==> src/rtl/output_port_allocator_pkg.sv <==
// Shared NoC definitions for the output port allocator: FSM state encoding and
// watchdog / packet counter widths.
package output_port_allocator_pkg;

    typedef enum logic [0:0] {
        StIdle   = 1'b0,
        StLocked = 1'b1
    } opa_state_e;

    // Wide enough for the largest supported TIMEOUT (255).
    localparam int unsigned StallCntW = 8;
    localparam int unsigned PktCntW   = 16;

endpackage

==> src/rtl/output_port_allocator_rr_arbiter.sv <==
// Round-robin arbiter using a masked/raw priority scheme; the pointer moves past
// the index supplied on update_i, so the caller decides when a grant is final.
module output_port_allocator_rr_arbiter #(
    parameter int unsigned N    = 5,
    localparam int unsigned IdxW = (N > 1) ? $clog2(N) : 1
) (
    input  logic            clk,
    input  logic            arst,
    input  logic [N-1:0]    req_i,
    input  logic            update_i,
    input  logic [IdxW-1:0] upd_idx_i,
    output logic [N-1:0]    grant_o,
    output logic [IdxW-1:0] idx_o
);

    logic [IdxW-1:0] ptr_q, ptr_d;
    logic [N-1:0]    mask;
    logic [N-1:0]    masked;
    logic [N-1:0]    pick;
    logic            found;

    always_comb begin
        mask = '0;
        for (int unsigned i = 0; i < N; i++) begin
            mask[i] = (i >= 32'(ptr_q));
        end
        masked = req_i & mask;
        // Fall back to the unmasked vector when nothing sits at or above ptr.
        pick    = (|masked) ? masked : req_i;
        grant_o = '0;
        idx_o   = '0;
        found   = 1'b0;
        for (int unsigned i = 0; i < N; i++) begin
            if (pick[i] && !found) begin
                grant_o[i] = 1'b1;
                idx_o      = IdxW'(i);
                found      = 1'b1;
            end
        end
    end

    always_comb begin
        ptr_d = ptr_q;
        if (update_i) begin
            ptr_d = (upd_idx_i == IdxW'(N - 1)) ? '0 : upd_idx_i + IdxW'(1);
        end
    end

    always_ff @(posedge clk or negedge arst) begin
        if (!arst) begin
            ptr_q <= '0;
        end else begin
            ptr_q <= ptr_d;
        end
    end

endmodule

==> src/rtl/output_port_allocator.sv <==
// Wormhole output port allocator: arbitrates head flits round-robin, then holds
// the output for the winning packet until its tail flit transfers.
module output_port_allocator
    import output_port_allocator_pkg::*;
#(
    parameter int unsigned N_IN    = 5,
    parameter int unsigned TIMEOUT = 16,
    localparam int unsigned IdxW   = (N_IN > 1) ? $clog2(N_IN) : 1
) (
    input  logic               clk,
    input  logic               arst,
    input  logic [N_IN-1:0]    req_i,
    input  logic [N_IN-1:0]    head_i,
    input  logic [N_IN-1:0]    tail_i,
    input  logic               out_ready_i,
    output logic [N_IN-1:0]    grant_o,
    output logic               out_valid_o,
    output logic               locked_o,
    output logic [IdxW-1:0]    owner_o,
    output logic               stall_err_o,
    output logic [PktCntW-1:0] pkt_cnt_o
);

    localparam logic [StallCntW-1:0] StallMax = StallCntW'(TIMEOUT);

    opa_state_e           state_q, state_d;
    logic [IdxW-1:0]      owner_q, owner_d;
    logic [StallCntW-1:0] stall_q, stall_d;
    logic                 err_q, err_d;
    logic [PktCntW-1:0]   pkt_q, pkt_d;

    logic [N_IN-1:0] eligible;
    logic [N_IN-1:0] arb_grant;
    logic [IdxW-1:0] arb_idx;
    logic [IdxW-1:0] sel_idx;
    logic            xfer;
    logic            done;

    assign eligible = req_i & head_i;

    output_port_allocator_rr_arbiter #(
        .N (N_IN)
    ) u_rr_arbiter (
        .clk       (clk),
        .arst      (arst),
        .req_i     (eligible),
        .update_i  (done),
        .upd_idx_i (sel_idx),
        .grant_o   (arb_grant),
        .idx_o     (arb_idx)
    );

    // Grant is combinational; reset gates it so nothing leaks out during reset.
    always_comb begin
        grant_o = '0;
        if (arst) begin
            if (state_q == StIdle) begin
                grant_o = arb_grant;
            end else begin
                grant_o[owner_q] = req_i[owner_q];
            end
        end
    end

    assign sel_idx     = (state_q == StIdle) ? arb_idx : owner_q;
    assign out_valid_o = |(grant_o & req_i);
    assign xfer        = out_valid_o & out_ready_i;
    assign done        = xfer & tail_i[sel_idx];

    always_comb begin
        state_d = state_q;
        owner_d = owner_q;
        pkt_d   = pkt_q;
        unique case (state_q)
            StIdle: begin
                if (xfer) begin
                    owner_d = arb_idx;
                    if (!tail_i[arb_idx]) begin
                        state_d = StLocked;
                    end
                end
            end
            StLocked: begin
                if (done) begin
                    state_d = StIdle;
                end
            end
            default: state_d = StIdle;
        endcase
        if (done) begin
            pkt_d = pkt_q + PktCntW'(1);
        end
    end

    always_comb begin
        stall_d = stall_q;
        if (xfer || (state_d == StIdle)) begin
            stall_d = '0;
        end else if (stall_q != StallMax) begin
            stall_d = stall_q + StallCntW'(1);
        end
        err_d = err_q | (stall_d == StallMax);
    end

    always_ff @(posedge clk or negedge arst) begin
        if (!arst) begin
            state_q <= StIdle;
            owner_q <= '0;
            stall_q <= '0;
            err_q   <= 1'b0;
            pkt_q   <= '0;
        end else begin
            state_q <= state_d;
            owner_q <= owner_d;
            stall_q <= stall_d;
            err_q   <= err_d;
            pkt_q   <= pkt_d;
        end
    end

    assign locked_o    = (state_q == StLocked);
    assign owner_o     = owner_q;
    assign stall_err_o = err_q;
    assign pkt_cnt_o   = pkt_q;

endmodule

==> config.mk <==
export PLATFORM = sky130hd
export DESIGN_NAME = output_port_allocator
export DESIGN_NICKNAME = d
export VERILOG_FILES = /design/src/rtl/output_port_allocator_pkg.sv /design/src/rtl/output_port_allocator_rr_arbiter.sv /design/src/rtl/output_port_allocator.sv
export SDC_FILE = /design/constraint.sdc
export NUM_CORES = 1
export LEC_CHECK = 0
export CORE_MARGIN = 2
export CORE_UTILIZATION = 51
export CTS_CLUSTER_SIZE = 8
export DETAILED_ROUTE_END_ITERATION = 16
export HOLD_SLACK_MARGIN = 0.12
export PLACE_DENSITY = 0.8
export SLEW_MARGIN = 20
export SYNTH_ARGS = -nofsm -noshare
export SYNTH_HDL_FRONTEND = slang
export SYNTH_SLANG_ARGS = --single-unit
==> constraint.sdc <==
create_clock -name clk -period 3.5 [get_ports clk]
set_input_delay 0.525 -clock clk [delete_from_list [all_inputs] [get_ports clk]]
set_output_delay 0.525 -clock clk [all_outputs]
set_load 0.03 [all_outputs]
==> results of run 1 <==
[where the power goes]
group          internal [mW]  leakage [nW]  switching (mW)  total (mW)
Clock                  0.157        0.0510           0.130       0.287
Sequential             0.440         0.416           0.119       0.558
Combinational          0.397         0.806           0.461       0.858
Total                  0.993          1.27           0.710        1.70
[routing by layer]
metal | wire length [µm] | GRT usage (%)
met1 | 2250 | 28.8
met2 | 2440 | 40.0
met3 | 273 | 5.10
met4 | 148 | 10.8
met5 | 0 | 0
[logic make-up after synthesis]
logic type / share of synthesized area [%]
fa+ha+maj: 3.00
simple gates: 24.4
mux: 3.18
flops: 38.4
buf+inv: 3.84
xor+xnor: 9.67
compound gates: 17.5
[area by class of cell]
cell class                      count  area [µm²]  area share (%)
Sequential cell                    32         801            28.4
Timing Repair Buffer               63         597            21.2
Clock buffer                        6        82.6            2.93
Clock inverter                      2        10.0           0.356
Inverter                           11        41.3            1.47
Tap cell                           50        62.6            2.22
Multi-Input combinational cell    176        1220            43.4
[worst reg2reg max path, stage by stage, from the launching register on]
cell and delay [ns]:
dfrtp_1 0.44, nand4bb_1 0.31, a32o_1 0.30, a41oi_4 0.23, a211oi_2 0.16, nand2b_4 0.17
or3_1 0.36, a31o_1 0.27, buf_12 0.16, nor4_1 0.41, xor2_1 0.18
[how the worst min path moves through the flow]
| stage | start | end | slack [ns] | depth (start not counted) |
|---|---|---|---|---|
| finish | stall_err_o | stall_err_o | 0.49 | 1 |
| detailed placement | pkt_cnt_o[15] | pkt_cnt_o[15] | 0.47 | 1 |
| floorplan | arst | locked_o | 0.23 | 0 |
| global route | pkt_cnt_o[8] | pkt_cnt_o[8] | 0.51 | 1 |
| CTS | pkt_cnt_o[15] | pkt_cnt_o[15] | 0.49 | 1 |
| global placement | stall_err_o | stall_err_o | 0.45 | 1 |
[cell usage after synthesis, types with 3 or more instances]
| master | count | area share (%) |
|---|---|---|
| and3_1 | 5 | 1.5 |
| xnor2_1 | 7 | 2.9 |
| nor2_1 | 19 | 3.4 |
| nor2b_1 | 3 | 0.90 |
| ha_1 | 5 | 3.0 |
| nor3_1 | 9 | 2.2 |
| clkbuf_1 | 5 | 0.90 |
| a41oi_1 | 3 | 1.3 |
| xor2_1 | 16 | 6.7 |
| a21oi_1 | 5 | 1.2 |
| o21a_1 | 3 | 1.1 |
| a211o_1 | 3 | 1.3 |
| inv_1 | 10 | 1.8 |
| nand4_1 | 3 | 0.90 |
| nand2_1 | 22 | 4.0 |
| o21ai_0 | 10 | 2.4 |
| nand3_1 | 13 | 3.1 |
| mux2_2 | 5 | 2.7 |
| nor4_1 | 5 | 1.5 |
| dfrtp_1 | 32 | 38 |
| and2_1 | 5 | 1.5 |
[flip-flops by register name, indices dropped and copies added, names as in the netlist]
register            count
u_rr_arbiter.ptr_q      3
stall_err_o             1
stall_q                 8
owner_o                 3
locked_o                1
pkt_cnt_o              16
[metrics by stage]
stage,std cells,power (mW),hold slack (ns),setup WS [ns]
after floorplan,227,1.08,0.229,0.335
after global placement,332,1.40,0.450,-0.0350
after detailed placement,332,1.41,0.466,-0.127
after CTS,340,1.70,0.489,0.0368
after global routing,340,1.83,0.512,-0.0290
final,340,1.70,0.489,0.106
[repair_timing]
item                                    in CTS  in global routing
endpoints found under the hold margin        0                  0
gates cloned                                 0                  0
pin swaps                                    0                  2
gates resized for setup                      1                  6
endpoints found under the setup margin       1                  8
==> run_results.csv, run 1 <==
group,metric,value,unit
global_route,antenna_found_initial,0,
sta,setup_viol,0,
clock_tree,cts_root_buf,"clkbuf_8",
sta,slew_viol_final,0,
cells_and_area,stdcell_area,2820,µm²
global_route,grt_util_all_layers,23.6,%
clock_tree,clock-sinks,32,
detailed_routing,dr.pass1.iters,4,
place,gp_congestion,0.818,
floorplanning,core,3970,µm²
synthesis,seq_area_frac_synth,38.4,%
cells_and_area,syn_to_final_growth,35.1,%
clock_tree,htree_num_levels,2,
cells_and_area,antenna_cells,0,
sta,max_freq,295,MHz
cells_and_area,fillers,318,
cells_and_area,layout_commonest_cell,"clkdlybuf4s50_1",
place,post_dp_cell_area,2700,µm²
critical_path,cp_num_buf_inv,3,
synthesis,avgSynthCellArea,9.18,µm²
critical_path,critPathArrivalTime,2.87,ns
global_route,grt_pass1_vias,1880,
cells_and_area,nets,312,
critical_path,ff2ff_path_depth,10,
pwr,powerDensity,605,nW/µm²
cells_and_area,finalCoreUtilization,70.9,%
synthesis,synth_edf_count,0,
clock_tree,insertion_delay,0.28,ns
critical_path,cp.depth,10,
critical_path,r2r_start,"u_rr_arbiter.ptr_q[1]",
sta,hold_viol_final,0,
sta,tightest_slew,0.402,ns
critical_path,cp-end-kind,"primary output",
synthesis,ys_ff_latch,32,
pwr,p_leak,1.27,nW
synthesis,syn_inst,227,
critical_path,worst_ep_required_time,2.97,ns
floorplanning,io-pin-count,45,
sta,slew_headroom,73.0,%
clock_tree,cts_buffer_depth,2,
place,io_buffers,44,
synthesis,synthArstFlopShare,100,%
critical_path,worstSetupPathType,"input port to primary output",
critical_path,critPathMostFrequentCell,"buf_4",
sta,fin_crit,3.39,ns
cells_and_area,drive_gt1_share,15.9,%
synthesis,synth_fp_nets,250,
place,dp_hpwl,3.73,mm
critical_path,ff2ff_setup_slack,0.43,ns
detailed_routing,via_count,1943,
min_path,hold_class,"register to register",
critical_path,path_max_fanout,6,
synthesis,synth_warnings,0,
critical_path,cp_top_family,"buffers and inverters",
floorplanning,dieArea,4610,µm²
sta,clock_skew,0.00869,ns
outcome,status,"complete, no violations",
clock_tree,clkTransAtPathRegs,0.06,ns
cells_and_area,layout_common_cells,"40 x clkdlybuf4s50_1, 32 x dfrtp_1, 22 x nand2_1, 19 x nor2_1, 19 x buf_4",
critical_path,crit_end,"grant_o[4]",
critical_path,crit_path_top_delay_cell,"clkdlybuf4s50_1",
pwr,peakVddDrop,0.000498,V
sta,fin_crit_sh,97.0,%
detailed_routing,wire_per_inst,15.1,µm
detailed_routing,wirelength,5.12,mm
synthesis,ys.flop_type,"dfrtp_1",
sta,finalSetupTns,0,ns
synthesis,syn_area,2080,µm²
floorplanning,start_util,52.5,%
floorplanning,die_height,67.9,µm
critical_path,critPathLaunchType,"input port",
critical_path,cp-startpoint,"req_i[4]",
detailed_routing,ant_nets,0,
clock_tree,cts_tree,"built",
global_route,grt_pass1_wl,8.28,mm
global_route,overflow,0,
detailed_routing,drt-vias-per-instance,5.71,
detailed_routing,drt_iter0_drc,116,
critical_path,rr_endpoint,"pkt_cnt_o[14]",
clock_tree,postCtsSetupRepairBufs,0,
job,cap_viol_max_count,0,
floorplanning,rows,23,
detailed_routing,drc,0,
critical_path,critPathMaxStageDelay,0.55,ns
global_route,grt_max_degree,34,
clock_tree,cts_buffers,5,
floorplanning,die_w,67.9,µm
synthesis,synthDistinctLibCells,55,
critical_path,path_cells,"clkdlybuf4s50_1 -> nand4bb_1 -> a32o_1 -> a41oi_4 -> nand2_1 -> a2111oi_2 -> buf_4 -> a21oi_1 -> nor2b_1 -> buf_4",
clock_tree,cts_hold_buf,0,
Power figures use the tool's default switching activity.
==> run 2: changes to the inputs <==
CORE_UTILIZATION = 63   (was 51)
DONT_BUFFER_PORTS = 1   (was not set)
PLACE_DENSITY = 0.79   (was 0.8)
==> run 2 against run 1 <==
Against the previous run:
- non-clock buffer count shrank 57
- fmax is 4.8% higher
- worst setup slack better by 0.16 ns
- via count fell by 8.7%
- clock skew is essentially flat
- clock-buffer cell count increased by 2
- critical endpoint unchanged
- highest routed layer unchanged
==> run_results.csv, run 2 (synthesis results as in run 1) <==
group,metric,value,unit
detailed_routing,ant_nets,0,
floorplanning,dieArea,3780,µm²
detailed_routing,wire_per_inst,17.0,µm
floorplanning,core,3100,µm²
clock_tree,clkTransAtPathRegs,0.10,ns
detailed_routing,wirelength,4.70,mm
critical_path,r2r_start,"u_rr_arbiter.ptr_q[1]",
job,cap_viol_max_count,0,
critical_path,crit_path_top_delay_cell,"dfrtp_1",
detailed_routing,drt_iter0_drc,130,
cells_and_area,layout_commonest_cell,"dfrtp_1",
critical_path,worst_ep_required_time,2.97,ns
clock_tree,cts_tree,"built",
floorplanning,die_height,61.5,µm
clock_tree,insertion_delay,0.32,ns
critical_path,worstSetupPathType,"register to primary output",
sta,fin_crit,3.24,ns
clock_tree,clock-sinks,32,
critical_path,critPathArrivalTime,2.71,ns
pwr,powerDensity,643,nW/µm²
sta,fin_hold_ws,0.408,ns
clock_tree,cts_buffer_depth,2,
sta,finalSetupTns,0,ns
outcome,status,"complete, no violations",
cells_and_area,layout_common_cells,"32 x dfrtp_1, 22 x nand2_1, 19 x nor2_1, 16 x xor2_1, 13 x nand3_1",
place,dp_hpwl,3.44,mm
critical_path,critPathMostFrequentCell,"buf_4",
global_route,grt_max_degree,33,
critical_path,ff2ff_path_depth,9,
sta,slew_headroom,57.4,%
clock_tree,cts_buffers,5,
critical_path,rr_endpoint,"pkt_cnt_o[12]",
cells_and_area,fillers,257,
detailed_routing,drc,0,
critical_path,cp_num_buf_inv,2,
sta,max_freq,309,MHz
cells_and_area,nets,255,
place,post_dp_cell_area,2130,µm²
cells_and_area,stdcell_area,2230,µm²
global_route,grt_pass1_vias,1732,
global_route,grt_pass1_wl,7.31,mm
sta,rsz0062_at_grt,"no",
critical_path,cp_top_family,"compound AO/OA/AOI/OAI gates",
cells_and_area,largest_register_ffs,16,
critical_path,path_cells,"nand4bb_1 -> a32o_1 -> a41oi_4 -> nand2_1 -> a2111oi_0 -> buf_4 -> a21oi_1 -> nor2b_1 -> buf_4",
sta,setup_viol,0,
sta,slew_viol_final,0,
cells_and_area,syn_to_final_growth,7.09,%
critical_path,path_max_fanout,7,
cells_and_area,antenna_cells,0,
critical_path,critPathMaxStageDelay,0.46,ns
sta,hold_viol_final,0,
critical_path,critPathLaunchType,"register",
global_route,antenna_found_initial,0,
min_path,hold_class,"input port to register",
pwr,peakVddDrop,0.000392,V
global_route,grt_util_all_layers,26.4,%
place,io_buffers,0,
critical_path,cp-end-kind,"primary output",
sta,tightest_slew,0.639,ns
place,gp_congestion,0.863,
sta,clock_skew,0.00861,ns
detailed_routing,via_count,1774,
floorplanning,rows,20,
min_path,worstHoldEndpoint,"locked_o",
clock_tree,htree_num_levels,2,
pwr,p_leak,0.987,nW
min_path,hold_depth,3,
sta,fin_crit_sh,92.5,%
clock_tree,cts_root_buf,"clkbuf_4",
global_route,overflow,0,
detailed_routing,drt-vias-per-instance,6.40,
pwr,fin_total_pwr,1.43,mW
floorplanning,io-pin-count,45,
critical_path,ff2ff_setup_slack,0.28,ns
min_path,min_from,"tail_i[4]",
cells_and_area,drive_gt1_share,12.4,%
floorplanning,die_w,61.5,µm
floorplanning,start_util,67.1,%
detailed_routing,dr.pass1.iters,4,
run 2: tightest hold or removal path, stage by stage:
cell	delay (ns)
nand2_1	0.03
o21ai_0	0.06
o21ai_0	0.08
run 2: worst max-delay path by stage:
stage | startpoint | endpoint | slack [ns] | cells after the start
finish | u_rr_arbiter.ptr_q[1] | grant_o[4] | 0.26 | 9
global route | u_rr_arbiter.ptr_q[1] | grant_o[4] | 0.06 | 9
CTS | u_rr_arbiter.ptr_q[1] | pkt_cnt_o[12] | 0.07 | 9
detailed placement | req_i[2] | pkt_cnt_o[12] | 0.02 | 10
global placement | req_i[2] | pkt_cnt_o[12] | 0.32 | 10
floorplan | req_i[2] | grant_o[4] | 0.33 | 7
run 2: where the power goes:
group / leakage (nW) / total [mW] / switching, mW / internal (mW)
sequential: 0.416 / 0.661 / 0.225 / 0.436
clock: 0.0326 / 0.220 / 0.121 / 0.0991
combinational: 0.539 / 0.553 / 0.315 / 0.238
total: 0.987 / 1.43 / 0.661 / 0.773
run 2: area by class of cell:
class	count	area (µm²)	share of cell area (%)
sequential	32	801	35.9
multi-input combinational	176	1210	54.5
timing repair buffer	6	60.1	2.69
clock buffer	8	58.8	2.64
inverter	11	41.3	1.85
tap	44	55.1	2.47
run 2: what timing repair did:
action / in CTS / in global routing
resized for setup: 0 / 3
hold buffers: 2 / 0
endpoints found under the setup margin: 0 / 6
endpoints found under the hold margin: 32 / 0
setup buffers: 0 / 0
run 2: layer usage:
metal | share of wire [%] | up-vias | track usage [%]
li1 | - | 826 | -
met1 | 40 | 867 | 29.6
met2 | 52 | 71 | 46.5
met3 | 6.3 | 10 | 7.77
met4 | 1.6 | 0 | 11.2
met5 | 0 | - | 0
run 2: per-stage QoR:
| step | utilization (%) | cells | setup WS [ns] |
|---|---|---|---|
| after global routing | 71.9 | 277 | 0.0629 |
| after floorplan | - | 227 | 0.335 |
| after detailed placement | 68.6 | 267 | 0.0234 |
| after global placement | 68.6 | 267 | 0.324 |
| final | 71.9 | 277 | 0.262 |
| after CTS | 71.5 | 277 | 0.0709 |
==> run 3: changes to the inputs <==
CAP_MARGIN = 15   (was not set)
==> results of run 3 <==
No change in the layout: final DEF, timing and power equal those of run 2.
